## config.mk

```make
export PLATFORM = sky130hd
export DESIGN_NAME = vram_arbiter
export DESIGN_NICKNAME = d
export VERILOG_FILES = /design/src/rtl/vram_arbiter.sv
export SDC_FILE = /design/constraint.sdc
export NUM_CORES = 1
export LEC_CHECK = 0
export BUFFER_PORTS_ARGS = -buffer_cell sky130_fd_sc_hd__buf_4
export CORE_MARGIN = 1.5
export CORE_UTILIZATION = 48
export CTS_CLUSTER_DIAMETER = 50
export DETAILED_ROUTE_END_ITERATION = 16
export PLACE_DENSITY = 0.76
export SETUP_SLACK_MARGIN = 0.4
export SYNTH_ARGS = -nofsm -noshare
export SYNTH_HDL_FRONTEND = slang
export SYNTH_SLANG_ARGS = --single-unit
```

## constraint.sdc

```tcl
create_clock -name clk -period 1.8 [get_ports clk]
set_clock_uncertainty 0.05 [all_clocks]
set_input_delay 0.18 -clock clk [delete_from_list [all_inputs] [get_ports clk]]
set_output_delay 0.18 -clock clk [all_outputs]
set_load 0.005 [all_outputs]
```

## src/rtl/vram_arbiter.sv

```systemverilog
// vram_arbiter: shares one single-port VRAM between the display burst fetcher and the Z80 I/O path.
// Optional feature: define VRAM_ARB_FAIRNESS_EN to let a starved CPU steal one issue slot.
module vram_arbiter #(
    parameter int ADDR_W    = 14,
    parameter int DATA_W    = 8,
    parameter int BURST_LEN = 8,
    parameter int RD_LAT    = 2,
    parameter int MAX_WAIT  = 16
) (
    input  logic                                 clk,
    input  logic                                 rst_L,
    input  logic                                 disp_req,
    input  logic [ADDR_W-1:0]                    disp_base_addr,
    output logic                                 disp_ack,
    output logic [BURST_LEN-1:0][DATA_W-1:0]     disp_data,
    output logic                                 disp_done,
    input  logic                                 cpu_req,
    input  logic                                 cpu_we,
    input  logic [ADDR_W-1:0]                    cpu_addr,
    input  logic [DATA_W-1:0]                    cpu_wdata,
    output logic                                 cpu_ack,
    output logic [DATA_W-1:0]                    cpu_rdata,
    output logic                                 cpu_rvalid,
    output logic [ADDR_W-1:0]                    vram_addr,
    output logic                                 vram_re,
    output logic                                 vram_we,
    output logic [DATA_W-1:0]                    vram_wdata,
    input  logic [DATA_W-1:0]                    vram_rdata,
    output logic                                 busy
);

    localparam int BEAT_W = (BURST_LEN > 1) ? $clog2(BURST_LEN) : 1;
    localparam logic [BEAT_W-1:0] LAST_BEAT = BEAT_W'(BURST_LEN - 1);

    typedef enum logic {
        ST_IDLE = 1'b0,
        ST_DISP = 1'b1
    } state_e;

    state_e                             state_q, state_d;
    logic [BEAT_W-1:0]                  beat_q, beat_d;
    logic [ADDR_W-1:0]                  base_q, base_d;
    logic                               disp_ack_q, disp_ack_d;
    logic                               disp_done_q, disp_done_d;
    logic [BURST_LEN-1:0][DATA_W-1:0]   disp_data_q, disp_data_d;
    logic                               cpu_ack_q, cpu_ack_d;
    logic                               cpu_we_q, cpu_we_d;
    logic [ADDR_W-1:0]                  cpu_addr_q, cpu_addr_d;
    logic [DATA_W-1:0]                  cpu_wdata_q, cpu_wdata_d;
    logic [DATA_W-1:0]                  cpu_rdata_q, cpu_rdata_d;
    logic                               cpu_rvalid_q, cpu_rvalid_d;
    logic [ADDR_W-1:0]                  vram_addr_q, vram_addr_d;
    logic                               vram_re_q, vram_re_d;
    logic                               vram_we_q, vram_we_d;
    logic [DATA_W-1:0]                  vram_wdata_q, vram_wdata_d;
    logic [RD_LAT-1:0]                  tag_vld_q, tag_vld_d;
    logic [RD_LAT-1:0]                  tag_cpu_q, tag_cpu_d;
    logic [RD_LAT-1:0][BEAT_W-1:0]      tag_beat_q, tag_beat_d;
    logic                               busy_s;
    logic                               cpu_pri_s;

    assign busy_s = (state_q == ST_DISP) || ((tag_vld_q & ~tag_cpu_q) != '0);

`ifdef VRAM_ARB_FAIRNESS_EN
    localparam int WAIT_W = $clog2(MAX_WAIT + 1);
    logic [WAIT_W-1:0] wait_q, wait_d;

    assign cpu_pri_s = cpu_req && !cpu_ack_q && (wait_q == WAIT_W'(MAX_WAIT));

    // Starvation counter: cycles the CPU has waited, saturating at the threshold.
    always_comb begin
        wait_d = wait_q;
        if (cpu_ack_q) begin
            wait_d = '0;
        end else if (cpu_req && (wait_q != WAIT_W'(MAX_WAIT))) begin
            wait_d = wait_q + WAIT_W'(1);
        end else begin
            wait_d = wait_q;
        end
    end

    // Starvation counter register.
    always_ff @(posedge clk) begin
        if (!rst_L) begin
            wait_q <= '0;
        end else begin
            wait_q <= wait_d;
        end
    end
`else
    assign cpu_pri_s = 1'b0;
`endif

    // Issue the current slot's access, route returning read data, then arbitrate the next slot.
    always_comb begin
        state_d      = state_q;
        beat_d       = beat_q;
        base_d       = base_q;
        disp_ack_d   = 1'b0;
        disp_done_d  = 1'b0;
        disp_data_d  = disp_data_q;
        cpu_ack_d    = 1'b0;
        cpu_we_d     = cpu_we_q;
        cpu_addr_d   = cpu_addr_q;
        cpu_wdata_d  = cpu_wdata_q;
        cpu_rdata_d  = cpu_rdata_q;
        cpu_rvalid_d = 1'b0;
        vram_addr_d  = vram_addr_q;
        vram_re_d    = 1'b0;
        vram_we_d    = 1'b0;
        vram_wdata_d = vram_wdata_q;
        tag_vld_d    = tag_vld_q;
        tag_cpu_d    = tag_cpu_q;
        tag_beat_d   = tag_beat_q;
        for (int i = RD_LAT - 1; i > 0; i--) begin
            tag_vld_d[i]  = tag_vld_q[i-1];
            tag_cpu_d[i]  = tag_cpu_q[i-1];
            tag_beat_d[i] = tag_beat_q[i-1];
        end
        tag_vld_d[0]  = 1'b0;
        tag_cpu_d[0]  = 1'b0;
        tag_beat_d[0] = '0;

        // A granted CPU access owns this slot; a burst in progress simply holds its beat.
        if (cpu_ack_q) begin
            vram_addr_d  = cpu_addr_q;
            vram_we_d    = cpu_we_q;
            vram_re_d    = !cpu_we_q;
            vram_wdata_d = cpu_wdata_q;
            tag_vld_d[0] = !cpu_we_q;
            tag_cpu_d[0] = 1'b1;
        end else if (state_q == ST_DISP) begin
            vram_addr_d   = base_q + ADDR_W'(beat_q);
            vram_re_d     = 1'b1;
            tag_vld_d[0]  = 1'b1;
            tag_beat_d[0] = beat_q;
            if (beat_q == LAST_BEAT) begin
                state_d = ST_IDLE;
                beat_d  = '0;
            end else begin
                beat_d  = beat_q + BEAT_W'(1);
            end
        end else begin
            vram_wdata_d = vram_wdata_q;
        end

        if (tag_vld_q[RD_LAT-1]) begin
            if (tag_cpu_q[RD_LAT-1]) begin
                cpu_rdata_d  = vram_rdata;
                cpu_rvalid_d = 1'b1;
            end else begin
                disp_data_d[tag_beat_q[RD_LAT-1]] = vram_rdata;
                disp_done_d = (tag_beat_q[RD_LAT-1] == LAST_BEAT);
            end
        end else begin
            cpu_rvalid_d = 1'b0;
        end

        // The ack is registered, so it appears in the very cycle the granted slot issues.
        if (cpu_pri_s) begin
            cpu_ack_d   = 1'b1;
            cpu_we_d    = cpu_we;
            cpu_addr_d  = cpu_addr;
            cpu_wdata_d = cpu_wdata;
        end else if ((state_d == ST_IDLE) && disp_req && !busy_s) begin
            disp_ack_d = 1'b1;
            state_d    = ST_DISP;
            beat_d     = '0;
            base_d     = disp_base_addr;
        end else if ((state_d == ST_IDLE) && cpu_req && !cpu_ack_q) begin
            cpu_ack_d   = 1'b1;
            cpu_we_d    = cpu_we;
            cpu_addr_d  = cpu_addr;
            cpu_wdata_d = cpu_wdata;
        end else begin
            cpu_ack_d  = 1'b0;
        end
    end

    // State and output registers.
    always_ff @(posedge clk) begin
        if (!rst_L) begin
            state_q      <= ST_IDLE;
            beat_q       <= '0;
            base_q       <= '0;
            disp_ack_q   <= 1'b0;
            disp_done_q  <= 1'b0;
            disp_data_q  <= '0;
            cpu_ack_q    <= 1'b0;
            cpu_we_q     <= 1'b0;
            cpu_addr_q   <= '0;
            cpu_wdata_q  <= '0;
            cpu_rdata_q  <= '0;
            cpu_rvalid_q <= 1'b0;
            vram_addr_q  <= '0;
            vram_re_q    <= 1'b0;
            vram_we_q    <= 1'b0;
            vram_wdata_q <= '0;
            tag_vld_q    <= '0;
            tag_cpu_q    <= '0;
            tag_beat_q   <= '0;
        end else begin
            state_q      <= state_d;
            beat_q       <= beat_d;
            base_q       <= base_d;
            disp_ack_q   <= disp_ack_d;
            disp_done_q  <= disp_done_d;
            disp_data_q  <= disp_data_d;
            cpu_ack_q    <= cpu_ack_d;
            cpu_we_q     <= cpu_we_d;
            cpu_addr_q   <= cpu_addr_d;
            cpu_wdata_q  <= cpu_wdata_d;
            cpu_rdata_q  <= cpu_rdata_d;
            cpu_rvalid_q <= cpu_rvalid_d;
            vram_addr_q  <= vram_addr_d;
            vram_re_q    <= vram_re_d;
            vram_we_q    <= vram_we_d;
            vram_wdata_q <= vram_wdata_d;
            tag_vld_q    <= tag_vld_d;
            tag_cpu_q    <= tag_cpu_d;
            tag_beat_q   <= tag_beat_d;
        end
    end

    assign disp_ack   = disp_ack_q;
    assign disp_done  = disp_done_q;
    assign disp_data  = disp_data_q;
    assign cpu_ack    = cpu_ack_q;
    assign cpu_rdata  = cpu_rdata_q;
    assign cpu_rvalid = cpu_rvalid_q;
    assign vram_addr  = vram_addr_q;
    assign vram_re    = vram_re_q;
    assign vram_we    = vram_we_q;
    assign vram_wdata = vram_wdata_q;
    assign busy       = busy_s;

endmodule
```

### Word-level counts from Yosys, hierarchy flattened

Index checks and enable logic that the tools add are counted.

| word-level totals | value |
|---|---|
| input bits | 49 |
| logic and storage cells | 78 |
| register bits after elaboration | 151 |

| cells by class | value |
|---|---|
| equality and inequality tests | 2 |
| muxes and demuxes | 16 |
| add/subtract/negate cells | 2 |
| order comparisons | 2 |
| bitwise gates (word level) | 9 |
| reduce and logical (&&, ||, !) cells | 20 |

Operators by type and width:

| kind | count |
|---|---|
| 64-bit bitwise mux | 1 |
| 14-bit two-way mux | 2 |
| 8-bit demux with 3-bit select | 1 |
| 14-bit by 3-bit adder with 14-bit output | 1 |
| 2-bit AND reduction | 6 |
| 1-bit two-way mux | 10 |
| 8-bit two-way mux | 1 |
| 1-bit inverter | 7 |
| 3-bit == test, second input constant | 2 |
| 3-bit OR reduction | 2 |
| 1-bit logical AND | 5 |
| 3-bit by 4-bit less-than comparator with 1-bit output, second input constant | 1 |
| 2-bit nonzero test | 2 |
| 3-bit by 1-bit adder with 3-bit output, second input constant | 1 |
| 3-bit by 1-bit >= comparator with 1-bit output, second input constant | 1 |
| 1-bit logical NOT | 3 |
| 3-bit two-way mux | 1 |
| 2-bit AND | 1 |
| 2-bit inverter | 1 |
| 2-bit OR reduction | 1 |
| 1-bit logical OR | 1 |

### Longest topological paths before layout

Gate-level depths: netlist of the first run.

| depth | value |
|---|---|
| word-level depth | 9 |
| depth in mapped cells | 7 |

### Least setup slack after synthesis of the first run

OpenSTA, ideal clock, no wires.

| path | value |
|---|---|
| kind | register to register |
| start | register beat_q[0] |
| end | register vram_addr_q[4], in the netlist vram_addr[4] |
| period minus slack after synthesis | 1,759 ps |
| library setup time | 101 ps |
| arrival | 1,608 ps |
| setup slack | 41 ps |
| cell stages (with the launch flop) | 7 |
| cells stage by stage | dfxtp_1 > ha_1 > fa_1 > a21o_1 > nand2_1 > mux2i_1 > o41ai_1 |

| on the way | value |
|---|---|
| word-level cells in the longest chain between the ends | 3 |

RTL lines:

| item | line | RTL |
|---|---|---|
| start: declaration | 41 | `logic [BEAT_W-1:0] beat_q, beat_d;` |
| start signal: assignment | 204 | `beat_q <= beat_d;` |
| 14-bit by 3-bit adder with 14-bit output | 133 | `vram_addr_d = base_q + ADDR_W'(beat_q);` |
| 14-bit two-way mux | 132 | `end else if (state_q == ST_DISP) begin` |
| 14-bit two-way mux | 125 | `if (cpu_ack_q) begin` |
| end signal: assignment | 215 | `vram_addr_q <= vram_addr_d;` |
| end: declaration | 52 | `logic [ADDR_W-1:0] vram_addr_q, vram_addr_d;` |

No other way between the ends. The select of a mux whose other input is x is not followed.
A chain may end at the register's enable or synchronous reset.

### Final worst setup path of the first run

| path | value |
|---|---|
| start | register beat_q[0] |
| end | register cpu_addr_q[0] |

| on the way | value |
|---|---|
| word-level cells in the longest chain between the ends | 9 |
| elaborated cells on any way between the ends | 11 |
| classes of those cells | eq/ne (1); mux (3); bitwise (2); reduce/logical (5) |

RTL lines:

| item | line | RTL |
|---|---|---|
| 3-bit == test (*) | 137 | `if (beat_q == LAST_BEAT) begin` |
| 1-bit two-way mux (*) | 137 |  |
| 1-bit two-way mux (*) | 132 |  |
| 1-bit two-way mux (*) | 125 |  |
| 1-bit inverter (*) | 165, 170 |  |
| 1-bit logical AND (2 in series) | 165 | `end else if ((state_d == ST_IDLE) && disp_req && !busy_s) begin` |
| 1-bit inverter (no line) | -- |  |
| 2-bit AND reduction (no line) (*) | -- |  |
| end signal: assignment | 211 | `cpu_addr_q <= cpu_addr_d;` |
| end: declaration | 48 | `logic [ADDR_W-1:0] cpu_addr_q, cpu_addr_d;` |

Every way passes the cells marked *; elsewhere a longest branch is shown, timed or not.

==> results of run 1 <==
-- layout make-up --
type / count / area (um2) / area share
multi-input combinational: 420 / 3020 / 0.335
tap: 147 / 184 / 0.0204
inverter: 2 / 8.76 / 0.000973
clock buffer: 19 / 464 / 0.0516
clock inverter: 13 / 146 / 0.0163
sequential: 150 / 3030 / 0.336
timing repair buffer: 237 / 2150 / 0.239
-- metrics by stage --
stage / setup TNS [ns] / hold WS, ns / area [um2] / setup slack [ns] / cells
floorplan: 0 / 0.272 / 6000 / 0.238 / 617
global placement: 0 / 0.363 / 7300 / 0.191 / 890
detailed placement: 0 / 0.371 / 7300 / 0.0935 / 890
CTS: 0 / 0.000308 / 8710 / 0.108 / 982
global route: -0.114 / 0.0300 / 9000 / -0.0272 / 988
finish: 0 / 0.0305 / 9000 / 0.00765 / 988
-- metal layers --
metal,global-route usage,up-vias,wire length (um)
li1,-,2523,-
met3,0.0712,49,1150
met4,0.151,0,590
met1,0.314,2577,7150
met2,0.450,232,8800
met5,0,-,0
-- worst register-to-register path, cell delays in order (launching register included) --
cell	delay, ns
dfxtp_4	0.39
ha_4	0.15
ha_4	0.12
nand2b_4	0.11
nand3b_1	0.15
nor2_4	0.23
buf_6	0.14
buf_16	0.12
mux2i_2	0.25
-- cell families after synthesis --
logic type | count (synthesis) | synth area share
buffers and inverters | 47 | 0.0383
XOR/XNOR | 5 | 0.00740
AND/OR/NAND/NOR | 246 | 0.199
flip-flops | 150 | 0.508
AO/OA/AOI/OAI | 59 | 0.0571
multiplexers | 104 | 0.176
adder cells (fa/ha/maj) | 6 | 0.0140
-- repair_timing --
action,in CTS,in global routing
setup buffers,20,5
pin swaps,24,19
resized for setup,35,50
hold buffers,35,1
hold endpoints to repair,35,1
setup endpoints to repair,100,123
gates cloned,5,0
-- layout by cell type (no fill, tap or decap), types with 14 or more instances in the layout --
cell	netlist	layout
buf_4	5	171
dfxtp_1	150	142
mux2i_1	104	97
nor2_1	92	88
nand2_1	73	70
dlygate4sd3_1	0	36
a21oi_1	35	32
nand3_1	26	22
clkbuf_16	0	18
buf_6	3	14
-- worst paths after layout --
check                           start                          to  slack [ns]  cells after the start
max            beat_q[0]$_SDFFE_PP0P_  cpu_addr_q[0]$_SDFFE_PN0P_       0.008                      8
min                             rst_L    tag_beat_q[3]$_SDFF_PN0_        0.03                      2
max reg2reg    beat_q[0]$_SDFFE_PP0P_  cpu_addr_q[0]$_SDFFE_PN0P_       0.008                      8
min reg2reg  tag_beat_d[3]$_SDFF_PP0_    tag_beat_q[3]$_SDFF_PN0_        0.39                      1
-- registers in the layout (all words and copies together) (netlist names), 2 cells and up --
register and cells:
cpu_rdata 8, beat_q 3, cpu_addr_q 14, base_q 14, vram_addr 14, tag_vld_q 2
vram_wdata 8, cpu_wdata_q 8, disp_data 64, tag_beat_d 3, tag_cpu_q 2, tag_beat_q 3
-- Yosys cell counts (2+ instances only) --
library cell / number / area, um2
nor2_4: 2 / 22.5
and2_1: 7 / 43.8
a31oi_1: 3 / 18.8
a211oi_1: 2 / 15.0
nand2b_1: 5 / 31.3
nand2_1: 73 / 274
nand4_1: 2 / 12.5
o21a_1: 2 / 15.0
xor2_1: 4 / 35.0
mux2i_1: 104 / 1040
nor4b_1: 2 / 17.5
dfxtp_1: 150 / 3000
nor2_1: 92 / 345
nand3_1: 26 / 130
buf_6: 3 / 33.8
inv_1: 2 / 7.51
buf_1: 7 / 26.3
o22ai_1: 2 / 12.5
clkbuf_1: 23 / 86.3
buf_4: 5 / 37.5
or4_1: 3 / 22.5
buf_2: 7 / 35.0
nand3b_1: 3 / 22.5
o21ai_0: 6 / 30.0
nor3_1: 3 / 15.0
nor3b_1: 11 / 82.6
and3_1: 5 / 31.3
ha_1: 5 / 62.6
o211ai_1: 4 / 30.0
a21oi_1: 35 / 175
-- power by group --
group	internal (mW)	total [mW]	switching [mW]
clock	2.17	3.61	1.44
sequential	3.43	3.53	0.105
combinational	0.566	1.06	0.489
==> flow_metrics.py, run 1 <==
metrics = {
    "sta": {
        "relSlewSlack": 0.659,
        "rsz0062_at_grt": "true",
        "setup_viol": 0,
        "finalHoldViolCount": 0,
        "drv_slew": 0,
        "fmax_mhz": 558,
        "final.period_utilization": 0.996,
        "min_period_ns": 1.79,
        "worst_pin_slew_ns": 0.511,
    },
    "power_and_ir_drop": {
        "peakVddDrop_mv": 0.573,
        "p_leak_nw": 3.89,
        "power_density_nw_per_um2": 911,
        "power.total_mw": 8.20,
    },
    "clocking": {
        "cts.path.max_buffers": 2,
        "htreeDepth": 4,
        "clock_latency_ns": 0.43,
        "clkTransAtPathRegs_ns": 0.07,
        "cts_buffers": 17,
        "clock-sinks": 150,
        "cts_root_buf": "clkbuf_16",
        "cts_tree": "done",
    },
    "routing": {
        "via_per_inst": 5.45,
        "drtAntennaViolNets": 0,
        "drt_first_pass_iters": 5,
        "via_count": 5381,
        "wl_mm": 17.7,
        "first_iter_violations": 355,
        "drc": 0,
        "avgRoutedWirePerCell_um": 17.9,
    },
    "worst_setup_path": {
        "crit_buf_inv": 2,
        "critical-path-max-stage-delay_ns": 0.39,
        "cp_data_required_time_ns": 2.09,
        "worst_ep_arrival_time_ns": 2.08,
        "cp_common_cell": "ha_4",
        "end_kind": "register",
        "crit_family": "simple AND/OR/NAND/NOR gates",
        "critPathKind": "reg2reg",
        "crit_chain": "ha_4 -> ha_4 -> nand2b_4 -> nand3b_1 -> nor2_4 -> buf_6 -> buf_16 -> mux2i_2",
        "cpMaxStageDelayCell": "dfxtp_4",
        "crit_fanout": 6,
        "startpoint_type": "register",
    },
    "floorplanning": {
        "core_um2": 12000,
        "die_area_um2": 13000,
        "start_util": 0.492,
        "pin_count": 150,
        "die_w_um": 114,
        "num_rows": 40,
        "die_y_um": 114,
    },
    "placed_design": {
        "dp_hpwl_mm": 10.6,
        "port_buffers": 149,
        "gp_congestion": 0.873,
    },
    "finish": {
        "post-route-util": 0.749,
        "nFillCells": 740,
        "final_nets": 883,
        "num_antenna_cells": 0,
        "drive_gt1_frac": 0.354,
        "syn_to_final_growth_pct": 52.1,
    },
    "logic_synthesis": {
        "async_flop_share": 0,
        "ys_types": 49,
        "synth_flop_cell": "dfxtp_1",
        "ys_seq_area_frac": 0.508,
        "yosys_warnings": 0,
        "synth_area_um2": 5910,
        "synth_edf_count": 0,
        "syn_inst": 617,
        "syn_nets": 672,
        "ys_ff_latch": 150,
        "avgSynthCellArea_um2": 9.59,
    },
    "global_routing": {
        "grt_pass1_wl_mm": 26.9,
        "grt_max_degree": 55,
        "grt.overflow.total": 0,
        "grt_usage": 0.269,
        "antenna_found_initial": 0,
        "grt_pass1_vias": 5346,
    },
    "min_path": {
        "hold_class": "in2reg",
    },
    "flow_run": {
        "maxCapViolCount": 0,
    },
    "outcome": {
        "status": "finished clean",
    },
}
(Power assumes the default switching activity.)
==> run 2: changes to the inputs <==
- SETUP_SLACK_MARGIN: 0.4 -> 0.5
==> run 2 against run 1 <==
The run now ends with negative hold slack left. Critical path depth shrank 1. Clock power down 5%. Sequential share of layout area is 0.13 points lower. Sequential power about the same. Power down 1.9%. Routed wire length rose by 0.48%. Flip-flop and latch count unchanged. First-iteration DRC count rose by 7.6%. Via count decreased by 0.54%. Hold slack worse by 0.035 ns. Register-to-register slack better by 0.02 ns. Maximum frequency up 1.4%. Critical path type unchanged. Critical endpoint is now vram_addr[8]$_SDFFE_PN0P_.
==> flow_metrics.py, run 2 (synthesized netlist as in run 1, its figures left out) <==
metrics = {
    "clocking": {
        "clkTransAtPathRegs_ns": 0.06,
        "cts_root_buf": "clkbuf_16",
        "cts_buffers": 17,
        "clock_latency_ns": 0.43,
        "cts_tree": "done",
        "htreeDepth": 4,
        "cts.path.max_buffers": 2,
        "clock-sinks": 150,
    },
    "finish": {
        "post-route-util": 0.754,
        "layout_common_cells": "buf_4 (168), dfxtp_1 (139), mux2i_1 (100), nor2_1 (92), nand2_1 (60)",
        "fin_cells": 990,
        "num_antenna_cells": 0,
        "syn_to_final_growth_pct": 53.0,
        "nFillCells": 769,
        "largest_reg_flops": 64,
        "seq_area_um2": 3030,
        "final_nets": 885,
        "multi_input_area_um2": 3060,
        "final_common_cell": "buf_4",
        "drive_gt1_frac": 0.374,
    },
    "sta": {
        "relSlewSlack": 0.658,
        "finalHoldViolCount": 1,
        "drv_slew": 0,
        "holdWs_ns": -0.00477,
        "fmax_mhz": 565,
        "setup_viol": 0,
        "worst_pin_slew_ns": 0.513,
        "final.period_utilization": 0.982,
        "min_period_ns": 1.77,
        "rsz0062_at_grt": "true",
        "fin_ws_ns": 0.0316,
    },
    "global_routing": {
        "antenna_found_initial": 0,
        "grt.overflow.total": 0,
        "grt_max_degree": 86,
        "grt_usage": 0.271,
        "grt_pass1_wl_mm": 26.8,
        "grt_pass1_vias": 5330,
    },
    "power_and_ir_drop": {
        "power_density_nw_per_um2": 889,
        "p_leak_nw": 3.91,
        "peakVddDrop_mv": 0.683,
        "power.total_mw": 8.05,
    },
    "floorplanning": {
        "core_um2": 12000,
        "die_area_um2": 13000,
        "die_w_um": 114,
        "num_rows": 40,
        "pin_count": 150,
        "start_util": 0.492,
        "die_y_um": 114,
    },
    "worst_setup_path": {
        "cp_data_required_time_ns": 2.07,
        "crit_path_start": "beat_q[0]$_SDFFE_PP0P_",
        "rr_startpoint": "beat_q[0]$_SDFFE_PP0P_",
        "crit_buf_inv": 1,
        "cpMaxStageDelayCell": "fa_2",
        "worst_ep_arrival_time_ns": 2.04,
        "critPathKind": "reg2reg",
        "end_kind": "register",
        "critical-path-max-stage-delay_ns": 0.39,
        "crit_chain": "ha_4 -> fa_2 -> a21o_1 -> buf_4 -> nand3_2 -> xor2_1 -> o21ai_1",
        "crit_fanout": 3,
        "crit_family": "adder cells",
        "startpoint_type": "register",
    },
    "placed_design": {
        "dp_hpwl_mm": 10.2,
        "port_buffers": 149,
        "gp_congestion": 0.875,
        "dpl_worst_slack_ns": 0.115,
        "place_inst": 885,
    },
    "routing": {
        "drt_first_pass_iters": 5,
        "drc": 0,
        "avgRoutedWirePerCell_um": 18.0,
        "via_count": 5352,
        "via_per_inst": 5.41,
        "drtAntennaViolNets": 0,
        "first_iter_violations": 382,
        "wl_mm": 17.8,
    },
    "outcome": {
        "violations": "negative hold slack",
        "status": "finished with violations",
    },
    "min_path": {
        "hp-start": "disp_base_addr[8]",
        "hold_class": "in2reg",
    },
    "flow_run": {
        "maxCapViolCount": 0,
    },
}
## run 2: repair_timing
item / CTS / global route
resized for setup: 70 / 40
hold buffers: 36 / 0
endpoints found under the hold margin: 36 / 0
cloned: 6 / 0
setup endpoints to repair: 131 / 132
pin swaps: 43 / 16
buffers inserted: 25 / 6
## run 2: report_power, final
group	switching, mW	internal, mW
logic	0.490	0.588
clock network	1.39	2.04
registers	0.103	3.43
total	1.99	6.06
## run 2: area by class of cell
| class | count | share of cell area |
|---|---|---|
| clock inverters | 11 | 0.0106 |
| well taps | 147 | 0.0203 |
| clock buffers | 21 | 0.0531 |
| inverters | 2 | 0.000968 |
| repair buffers | 239 | 0.241 |
| multi-input cells | 420 | 0.339 |
| flip-flops and latches | 150 | 0.335 |
## run 2: final timing paths
| path | endpoint | slack [ns] | depth (start not counted) |
|---|---|---|---|
| setup / recovery | vram_addr[8]$_SDFFE_PN0P_ | 0.03 | 7 |
| hold / removal | base_q[8]$_SDFFE_PN0P_ | -0.005 | 3 |
| setup reg to reg | vram_addr[8]$_SDFFE_PN0P_ | 0.03 | 7 |
| hold reg to reg | tag_beat_q[4]$_SDFF_PN0_ | 0.38 | 1 |
## run 2: routing by layer
layer / routed length [um] / up-vias / GRT usage / part of all wire
met4: 653 / 0 / 0.146 / 0.037
met5: 0 / - / 0 / 0
met2: 8880 / 238 / 0.459 / 0.50
li1: - / 2523 / - / -
met1: 6910 / 2546 / 0.306 / 0.39
met3: 1330 / 45 / 0.0834 / 0.075
## run 2: worst register-to-register path: stages (launching register included)
cell,delay [ns]
dfxtp_4,0.36
ha_4,0.17
fa_2,0.39
a21o_1,0.22
buf_4,0.15
nand3_2,0.06
xor2_1,0.18
o21ai_1,0.07
## run 2: per-stage QoR
step / cell area (um2) / hold slack (ns) / TNS [ns]
finish: 9050 / -0.00477 / 0
global route: 9050 / -0.000297 / -0.00974
CTS: 8830 / 0.0159 / 0
detailed placement: 7250 / 0.369 / 0
global placement: 7250 / 0.362 / 0
floorplan: 6010 / 0.272 / 0
==> run 3: changes to the inputs <==
--- a/config.mk
+++ b/config.mk
@@ -7,8 +7,10 @@
 export LEC_CHECK = 0
 export BUFFER_PORTS_ARGS = -buffer_cell sky130_fd_sc_hd__buf_4
+export CAP_MARGIN = 15
 export CORE_MARGIN = 1.5
 export CORE_UTILIZATION = 48
 export CTS_CLUSTER_DIAMETER = 50
 export DETAILED_ROUTE_END_ITERATION = 16
+export MAX_ROUTING_LAYER = met4
 export PLACE_DENSITY = 0.76
 export SETUP_SLACK_MARGIN = 0.5
==> constraint.sdc (replaced) <==
create_clock -name clk -period 1.8 [get_ports clk]
set_clock_uncertainty 0.05 [all_clocks]
set_input_delay 0 -clock clk [delete_from_list [all_inputs] [get_ports clk]]
set_output_delay 0 -clock clk [all_outputs]
set_load 0.005 [all_outputs]
==> run 3 against run 2 <==
The run now ends clean. Routed wire length increased by 7.3%. Maximum frequency is 1.7% higher. Sequential power hardly changed. Count of clock-buffer cells in the layout fell by 1. Non-clock buffer count up 28. Critical path depth up 1. Via count increased by 3.9%. Flip-flop and latch count stayed put. Sequential share of layout area shrank 1.3 points. Design area is 4.3% higher. First-iteration DRC count rose by 12%. Critical endpoint is now cpu_addr_q[13]$_SDFFE_PN0P_.
==> flow_metrics.py, run 3 (synthesized netlist as in run 1, its figures left out) <==
metrics = {
    "outcome": {
        "status": "finished clean",
    },
    "global_routing": {
        "grt_pass1_wl_mm": 27.7,
        "antenna_found_initial": 0,
        "grt_max_degree": 45,
        "grt_pass1_vias": 5466,
        "grt.overflow.total": 0,
        "grt_usage": 0.285,
    },
    "finish": {
        "drive_gt1_frac": 0.371,
        "post-route-util": 0.786,
        "layout_common_cells": "buf_4 (171), dfxtp_1 (134), mux2i_1 (98), nor2_1 (91)",
        "syn_to_final_growth_pct": 59.6,
        "largest_reg_flops": 64,
        "num_antenna_cells": 0,
        "final_common_cell": "buf_4",
        "final_nets": 913,
        "fin_cells": 1018,
    },
    "sta": {
        "setup_viol": 0,
        "holdWs_ns": 0.115,
        "final.period_utilization": 0.966,
        "rsz0062_at_grt": "true",
        "min_period_ns": 1.74,
        "drv_slew": 0,
        "fmax_mhz": 575,
        "relSlewSlack": 0.557,
        "worst_pin_slew_ns": 0.662,
        "finalSetupTns_ns": 0,
        "finalHoldViolCount": 0,
    },
    "floorplanning": {
        "core_um2": 12000,
        "pin_count": 150,
        "die_w_um": 114,
        "start_util": 0.492,
        "die_y_um": 114,
        "die_area_um2": 13000,
        "num_rows": 40,
    },
    "placed_design": {
        "dp_hpwl_mm": 10.2,
        "port_buffers": 149,
        "gp_congestion": 0.883,
        "place_inst": 887,
    },
    "routing": {
        "met1_length_mm": 7.46,
        "top_layer": "met4",
        "wl_met3_mm": 1.34,
        "drc": 0,
        "drt_first_pass_iters": 5,
        "wl_mm": 19.1,
        "via_count": 5561,
        "drtAntennaViolNets": 0,
        "avgRoutedWirePerCell_um": 18.7,
        "first_iter_violations": 428,
        "met2WireLength_mm": 9.69,
        "via_per_inst": 5.46,
    },
    "clocking": {
        "cts_tree": "done",
        "cts.path.max_buffers": 2,
        "cts_root_buf": "clkbuf_16",
        "cts_buffers": 17,
        "htreeDepth": 4,
        "clock_latency_ns": 0.43,
        "clock-sinks": 150,
        "clkTransAtPathRegs_ns": 0.06,
    },
    "worst_setup_path": {
        "cpMaxStageDelayCell": "dfxtp_4",
        "cp_common_cell": "ha_4",
        "crit_path_start": "beat_q[1]$_SDFFE_PP0P_",
        "critical-path-max-stage-delay_ns": 0.38,
        "crit_family": "simple AND/OR/NAND/NOR gates",
        "crit_chain": "ha_4 -> ha_4 -> nand2b_4 -> nand3b_1 -> nor2_4 -> buf_12 -> buf_16 -> mux2i_1",
        "worst_ep_arrival_time_ns": 2.02,
        "crit_buf_inv": 2,
        "startpoint_type": "register",
        "rr_startpoint": "beat_q[1]$_SDFFE_PP0P_",
        "crit_fanout": 6,
        "end_kind": "register",
        "critPathKind": "reg2reg",
        "cp_data_required_time_ns": 2.08,
    },
    "min_path": {
        "hp-start": "rst_L",
        "hold_class": "in2reg",
    },
    "flow_run": {
        "maxCapViolCount": 0,
    },
    "power_and_ir_drop": {
        "power_density_nw_per_um2": 895,
        "peakVddDrop_mv": 0.608,
        "p_leak_nw": 4.02,
        "power.total_mw": 8.45,
    },
}
-- run 3: cell types whose count changed in the layout (fill, tap and decap cells not counted), moves of 3 or more --
cell / previous run / this run
buf_4: 168 / 171
buf_6: 15 / 18
bufinv_16: 1 / 4
clkbuf_8: 4 / 1
clkinv_2: 6 / 3
dfxtp_1: 139 / 134
dfxtp_2: 5 / 8
dlygate4sd3_1: 36 / 62
nand3_2: 7 / 3
-- run 3: layout make-up --
class / instances / area (um2)
fill: 668 / 2570
sequential: 150 / 3040
tap: 147 / 184
multi-input combinational: 420 / 3120
clock buffer: 20 / 447
inverter: 2 / 8.76
timing repair buffer: 267 / 2460
clock inverter: 12 / 176
-- run 3: metal layers --
layer / track usage / up-vias
met3: 0.0685 / 47
met4: 0.113 / 0
li1: - / 2587
met5: - / -
met2: 0.496 / 261
met1: 0.316 / 2666
-- run 3: where the power goes --
| group | internal (mW) | total (mW) | switching, mW |
|---|---|---|---|
| Sequential | 3.43 | 3.54 | 0.110 |
| Combinational | 0.625 | 1.15 | 0.521 |
| Clock | 2.35 | 3.76 | 1.40 |
-- run 3: path summary, 6_finish.rpt --
check	end	slack, ns	cells past startpoint
max	cpu_addr_q[13]$_SDFFE_PN0P_	0.06	8
min	vram_addr[13]$_SDFFE_PN0P_	0.12	4
max reg2reg	cpu_addr_q[13]$_SDFFE_PN0P_	0.06	8
min reg2reg	tag_beat_q[5]$_SDFF_PN0_	0.38	1
-- run 3: tightest hold or removal path, stage by stage --
cell     delay (ns)
buf_4          0.19
nand2_1        0.14
or4_1          0.14
nand3_1        0.06
-- run 3: repair_timing --
action                                  4_1_cts  5_1_grt
endpoints found under the setup margin      130      124
resized for setup                            40       82
gates cloned                                  4        2
buffers inserted                             16       15
hold buffers                                 62        0
endpoints found under the hold margin       111        0
pin swaps                                    23       41
-- run 3: metrics by stage --
stage                     cell area, um2  setup WS, ns
after global placement              7260         0.195
after CTS                           8930         0.131
final                               9440        0.0609
after global routing                9440       -0.0116
after detailed placement            7260         0.123
after floorplan                     6010         0.238
